[config.mk]
export PLATFORM = sky130hd
export DESIGN_NAME = sign_ext_flat
export DESIGN_NICKNAME = d
export VERILOG_FILES = /design/src/rtl/sign_ext_pkg.sv /design/src/rtl/sign_ext_if.sv /design/src/rtl/sign_ext_core.sv /design/src/rtl/sign_ext.sv /design/src/flat_wrapper.sv
export SDC_FILE = /design/constraint.sdc
export NUM_CORES = 1
export LEC_CHECK = 0
export ABC_CLOCK_PERIOD_IN_PS = 2700
export CORE_MARGIN = 4
export CORE_UTILIZATION = 40
export DETAILED_ROUTE_END_ITERATION = 7
export PLACE_DENSITY_LB_ADDON = 0.2
export SLEW_MARGIN = 20
export SYNTH_ARGS = -nofsm -noshare
export SYNTH_HDL_FRONTEND = slang
export SYNTH_SLANG_ARGS = --single-unit
[constraint.sdc]
create_clock -name clk -period 2.7 [get_ports clk]
set_clock_uncertainty 0.2 [all_clocks]
set_input_delay 0.81 -clock clk [delete_from_list [all_inputs] [get_ports clk]]
set_output_delay 0.81 -clock clk [all_outputs]
set_load 0.005 [all_outputs]
[src/rtl/sign_ext_pkg.sv]
// Shared types and widths for the immediate-extension unit.
// Build option: SIGN_EXT_BRANCH_MODE_EN enables the branch-offset mode.
package sign_ext_pkg;

    typedef enum logic [1:0] {
        EXT_SIGN   = 2'b00,
        EXT_ZERO   = 2'b01,
        EXT_LUI    = 2'b10,
        EXT_BRANCH = 2'b11
    } ext_mode_e;

    localparam int IMM_W  = 16;
    localparam int WORD_W = 32;

endpackage

[src/rtl/sign_ext_if.sv]
// Request/result bundle between the immediate field and the extender.
// Build option: SIGN_EXT_BRANCH_MODE_EN (affects mode 11 only).
interface sign_ext_if #(
    parameter int IN_W  = 16,
    parameter int OUT_W = 32
);
    logic [IN_W-1:0]  i0;
    logic [1:0]       mode;
    logic             in_valid;
    logic [OUT_W-1:0] out;
    logic             out_valid;
    logic             out_neg;

    modport master (
        output i0, mode, in_valid,
        input  out, out_valid, out_neg
    );

    modport slave (
        input  i0, mode, in_valid,
        output out, out_valid, out_neg
    );
endinterface

[src/rtl/sign_ext_core.sv]
// Combinational mode decode and immediate widening.
// Build option: SIGN_EXT_BRANCH_MODE_EN adds the shifted branch offset.
module sign_ext_core
    import sign_ext_pkg::*;
#(
    parameter int IN_W  = IMM_W,
    parameter int OUT_W = WORD_W
) (
    input  logic [IN_W-1:0]  i0,
    input  logic [1:0]       mode,
    output logic [OUT_W-1:0] ext_word
);
    localparam int PAD_W = OUT_W - IN_W;

    logic [OUT_W-1:0] sext;
    logic [OUT_W-1:0] zext;
    logic [OUT_W-1:0] lui;
    ext_mode_e        m;

    assign m    = ext_mode_e'(mode);
    assign sext = {{PAD_W{i0[IN_W-1]}}, i0};
    assign zext = {{PAD_W{1'b0}}, i0};
    // Immediate lands in the top IN_W bits even when PAD_W != IN_W.
    assign lui  = zext << PAD_W;

    // Select the extension for the requested mode; mode 11 falls back to SIGN.
    always_comb begin
        ext_word = sext;
        unique case (1'b1)
            (m == EXT_ZERO): ext_word = zext;
            (m == EXT_LUI):  ext_word = lui;
`ifdef SIGN_EXT_BRANCH_MODE_EN
            (m == EXT_BRANCH): ext_word = sext << 2;
`endif
            default: ext_word = sext;
        endcase
    end
endmodule

[src/rtl/sign_ext.sv]
// Registered immediate extender: one-cycle latency with valid flag.
// Build option: SIGN_EXT_BRANCH_MODE_EN enables mode 11 as branch offset.
module sign_ext
    import sign_ext_pkg::*;
#(
    parameter int IN_W  = IMM_W,
    parameter int OUT_W = WORD_W
) (
    input logic     clk,
    input logic     reset,
    sign_ext_if.slave bus
);
    logic [OUT_W-1:0] ext_word;

    sign_ext_core #(
        .IN_W  (IN_W),
        .OUT_W (OUT_W)
    ) u_core (
        .i0       (bus.i0),
        .mode     (bus.mode),
        .ext_word (ext_word)
    );

    // Capture result on each accepted sample; hold data when idle.
    always_ff @(posedge clk) begin
        if (reset) begin
            bus.out       <= '0;
            bus.out_valid <= 1'b0;
            bus.out_neg   <= 1'b0;
        end else begin
            bus.out_valid <= bus.in_valid;
            if (bus.in_valid) begin
                bus.out     <= ext_word;
                bus.out_neg <= bus.i0[IN_W-1];
            end
        end
    end
endmodule

[src/flat_wrapper.sv]
// flat-port wrapper written by rule: the top's interface ports become plain ports
module sign_ext_flat import sign_ext_pkg::*;
#(
    parameter int IN_W  = IMM_W,
    parameter int OUT_W = WORD_W
)
  (clk, reset, bus_i0, bus_mode, bus_in_valid, bus_out, bus_out_valid, bus_out_neg);
  sign_ext_if #(.IN_W(IN_W), .OUT_W(OUT_W)) bus_i ();
  input logic clk;
  input logic reset;
  input wire logic [$bits(bus_i.i0)-1:0] bus_i0;
  input wire logic [$bits(bus_i.mode)-1:0] bus_mode;
  input wire logic [$bits(bus_i.in_valid)-1:0] bus_in_valid;
  output wire logic [$bits(bus_i.out)-1:0] bus_out;
  output wire logic [$bits(bus_i.out_valid)-1:0] bus_out_valid;
  output wire logic [$bits(bus_i.out_neg)-1:0] bus_out_neg;
  assign bus_i.i0 = bus_i0;
  assign bus_i.mode = bus_mode;
  assign bus_i.in_valid = bus_in_valid;
  assign bus_out = bus_i.out;
  assign bus_out_valid = bus_i.out_valid;
  assign bus_out_neg = bus_i.out_neg;
  sign_ext #(.IN_W(IN_W), .OUT_W(OUT_W)) u_core (.clk(clk), .reset(reset), .bus(bus_i));
endmodule
==> run summary <==
Outcome -> complete, no violations
Syn avg cell area -> 10.1 µm²
Largest net degree at the start of global routing -> 49
Post-synth net total -> 165
Area of the die -> 4600 µm²
Yosys top cell by area -> dfxtp_1
Final Power -> 1.02 mW
Number of global-route vias before repair -> 1228
Synth Instances -> 142
Largest stage delay, worst path -> 0.58 ns
Crit path buffers/inverters -> 2
Router iterations before antenna repair -> 4
Post-synthesis sequential area ratio -> 0.475
Starting density of the core -> 0.423
Post-CTS Setup Bufs -> 0
CP endpoint kind -> register
# DRC -> 0
Post-layout minimum cycle time -> 2.48 ns
Yosys top cell area share -> 0.475
Crit Path Category -> in2reg
Register area -> 681 µm²
Clk Latency, worst-skew pair -> 0.32 ns
Share of layout cells above drive strength 1 -> 0.0733
Initial antenna violation count -> 0
Place WS -> -0.302 ns
Final Cell Area -> 2030 µm²
Worst rel slew slack -> 0.586
Post-synth cell types -> 18
Setup-failing EPs final -> 0
I/O pin total -> 55
Top delay family on crit path -> simple AND/OR/NAND/NOR gates
Slew Limit Fails -> 0
DP Area -> 1970 µm²
Crit-path cells -> clkdlybuf4s50_1, inv_1, ha_1, nor3b_4, a311o_1
Avg WL per Cell -> 15.4 µm
Final WL -> 3650 µm
Core footprint -> 3390 µm²
Port Buffers -> 54
Data arrival, critical path -> 2.55 ns
Power Density -> 504 nW/µm²
CTS tree -> built
RSZ-0062 raised after global routing -> false
Setup WS post-layout -> 0.218 ns
Post-DP HPWL -> 2640 µm
Final hold vios -> 0
Chip width -> 67.8 µm
Clk pin slew, worst setup/hold paths -> 0.10 ns
Mapped Area -> 1430 µm²
Max IR drop VDD -> 300 µV
Fmax achieved -> 0.403 GHz
Slowest CP cell -> nor3b_4
Multi-input gate area in the final layout -> 656 µm²
Final ANT Viol Nets -> 0
Crit path max fanout -> 15
Area grow syn2layout -> 42.0%
First-pass GRT wire length -> 5720 µm
Worst hold slack -> 0.280 ns
Via-to-Cell Ratio -> 5.38
P_leak -> 0.696 nW
GPL Wtd Cong -> 0.786
Total gr overflow -> 0
Die height -> 67.8 µm
Synth Warn # -> 0
H-tree depth -> 2
Vias post-DR -> 1275
Clk buf depth -> 2
CTS Root Cell -> clkbuf_4
GRT Total Usage -> 0.168
Nets@finish -> 213
1st-iter DRT viols -> 68
CTS sink cnt -> 34
# rows -> 21
Worst min path class -> reg2reg
Top area cells in the synthesized netlist -> dfxtp_1, a311o_1, o211ai_1, nor3b_1, nand2b_1
Post-Route Utilization -> 0.600
Max-cap violations -> 0
Crit share post-route -> 0.919
Inserted Clock Buffers -> 5
Worst Tran Pin Value -> 0.621 ns
Fill count -> 297
Startpoint types -> input port
Antenna fix cells -> 0
Synth Register Bits -> 34
Critical Path RT -> 2.77 ns
cells in the final DEF (no fill, tap or decap):
cell             instances
a311o_1                 15
clkbuf_1                 1
clkdlybuf4s50_1         53
nor2b_1                  1
clkinv_2                 1
buf_2                    1
nor3b_1                 15
nand2b_1                17
nor3b_4                  1
mux2i_1                  1
dfxtp_1                 34
and4b_1                  1
buf_4                    5
a21oi_1                 17
clkbuf_8                 1
nor2_1                   1
ha_1                     2
o211ai_1                17
clkbuf_4                 5
inv_1                    2
cell families (layout without fill, tap and decap cells):
group,Yosys count,count (layout),synth area share
AO/OA/AOI/OAI,49,49,0.253
multiplexers,1,1,0.00699
buffers and inverters,20,69,0.0716
adder cells (fa/ha/maj),2,2,0.0175
flip-flops,34,34,0.475
AND/OR/NAND/NOR,36,36,0.176
tightest hold or removal path: cells and delay by family, from the launching register on:
family,cells,cell delay (ns)
AO/OA/AOI/OAI,1,0.06
AND/OR/NAND/NOR,1,0.06
flip-flops,1,0.32
state kept, by name, indices dropped and copies added (netlist names):
name / count
u_core.bus.out_neg: 1
u_core.bus.out_valid: 1
u_core.bus.out: 32
power by group:
| part | internal (mW) | leakage, nW | switching, mW | total (mW) |
|---|---|---|---|---|
| Sequential | 0.530 | 0.279 | 0.0144 | 0.545 |
| Clock | 0.126 | 0.0353 | 0.165 | 0.291 |
| Combinational | 0.112 | 0.382 | 0.0771 | 0.189 |
| Total | 0.768 | 0.696 | 0.256 | 1.02 |
what timing repair did:
action,in CTS,in global routing
hold endpoints to repair,0,0
hold buffers,0,0
setup endpoints to repair,0,15
resized for setup,0,1
synthesized netlist by cell type:
cell and instances:
inv_1 2, buf_2 4, nor3b_2 1, ha_1 2, nor2b_1 1, nor2_1 1, buf_6 2, a311o_1 15
buf_4 2, clkbuf_1 8, o211ai_1 17, and4b_1 1, dfxtp_1 34, mux2i_1 1, nor3b_1 15, a21oi_1 17
nand2b_1 17, buf_1 2
metal layers:
metal / global-route usage / up-vias / wire length [µm]
met1: 0.189 / 605 / 1620
met4: 0.0645 / 0 / 36
met3: 0.0755 / 4 / 281
met2: 0.277 / 42 / 1720
met5: 0 / - / 0
li1: - / 624 / -
path summary, 6_finish.rpt:
check	depth (start not counted)	end	from	slack, ns
hold reg to reg	2	u_core.bus.out[4]	u_core.bus.out[4]	0.28
setup / recovery	5	u_core.bus.out[25]	bus_mode[0]	0.22
setup reg to reg	2	u_core.bus.out[29]	u_core.bus.out[29]	1.64
hold / removal	2	u_core.bus.out[4]	u_core.bus.out[4]	0.28
area by class of cell:
| type | instances | share of cell area |
|---|---|---|
| inverters | 2 | 0.00369 |
| well taps | 46 | 0.0283 |
| clock buffers | 7 | 0.0271 |
| flip-flops and latches | 34 | 0.335 |
| multi-input cells | 88 | 0.322 |
| repair buffers | 59 | 0.282 |
| clock inverters | 1 | 0.00246 |
stage by stage:
stage | TNS (ns) | cells
after floorplan | 0 | 142
after global placement | -3.11 | 229
after detailed placement | -4.27 | 229
after CTS | 0 | 237
after global routing | 0 | 237
final | 0 | 237
(Power assumes the default switching activity.)
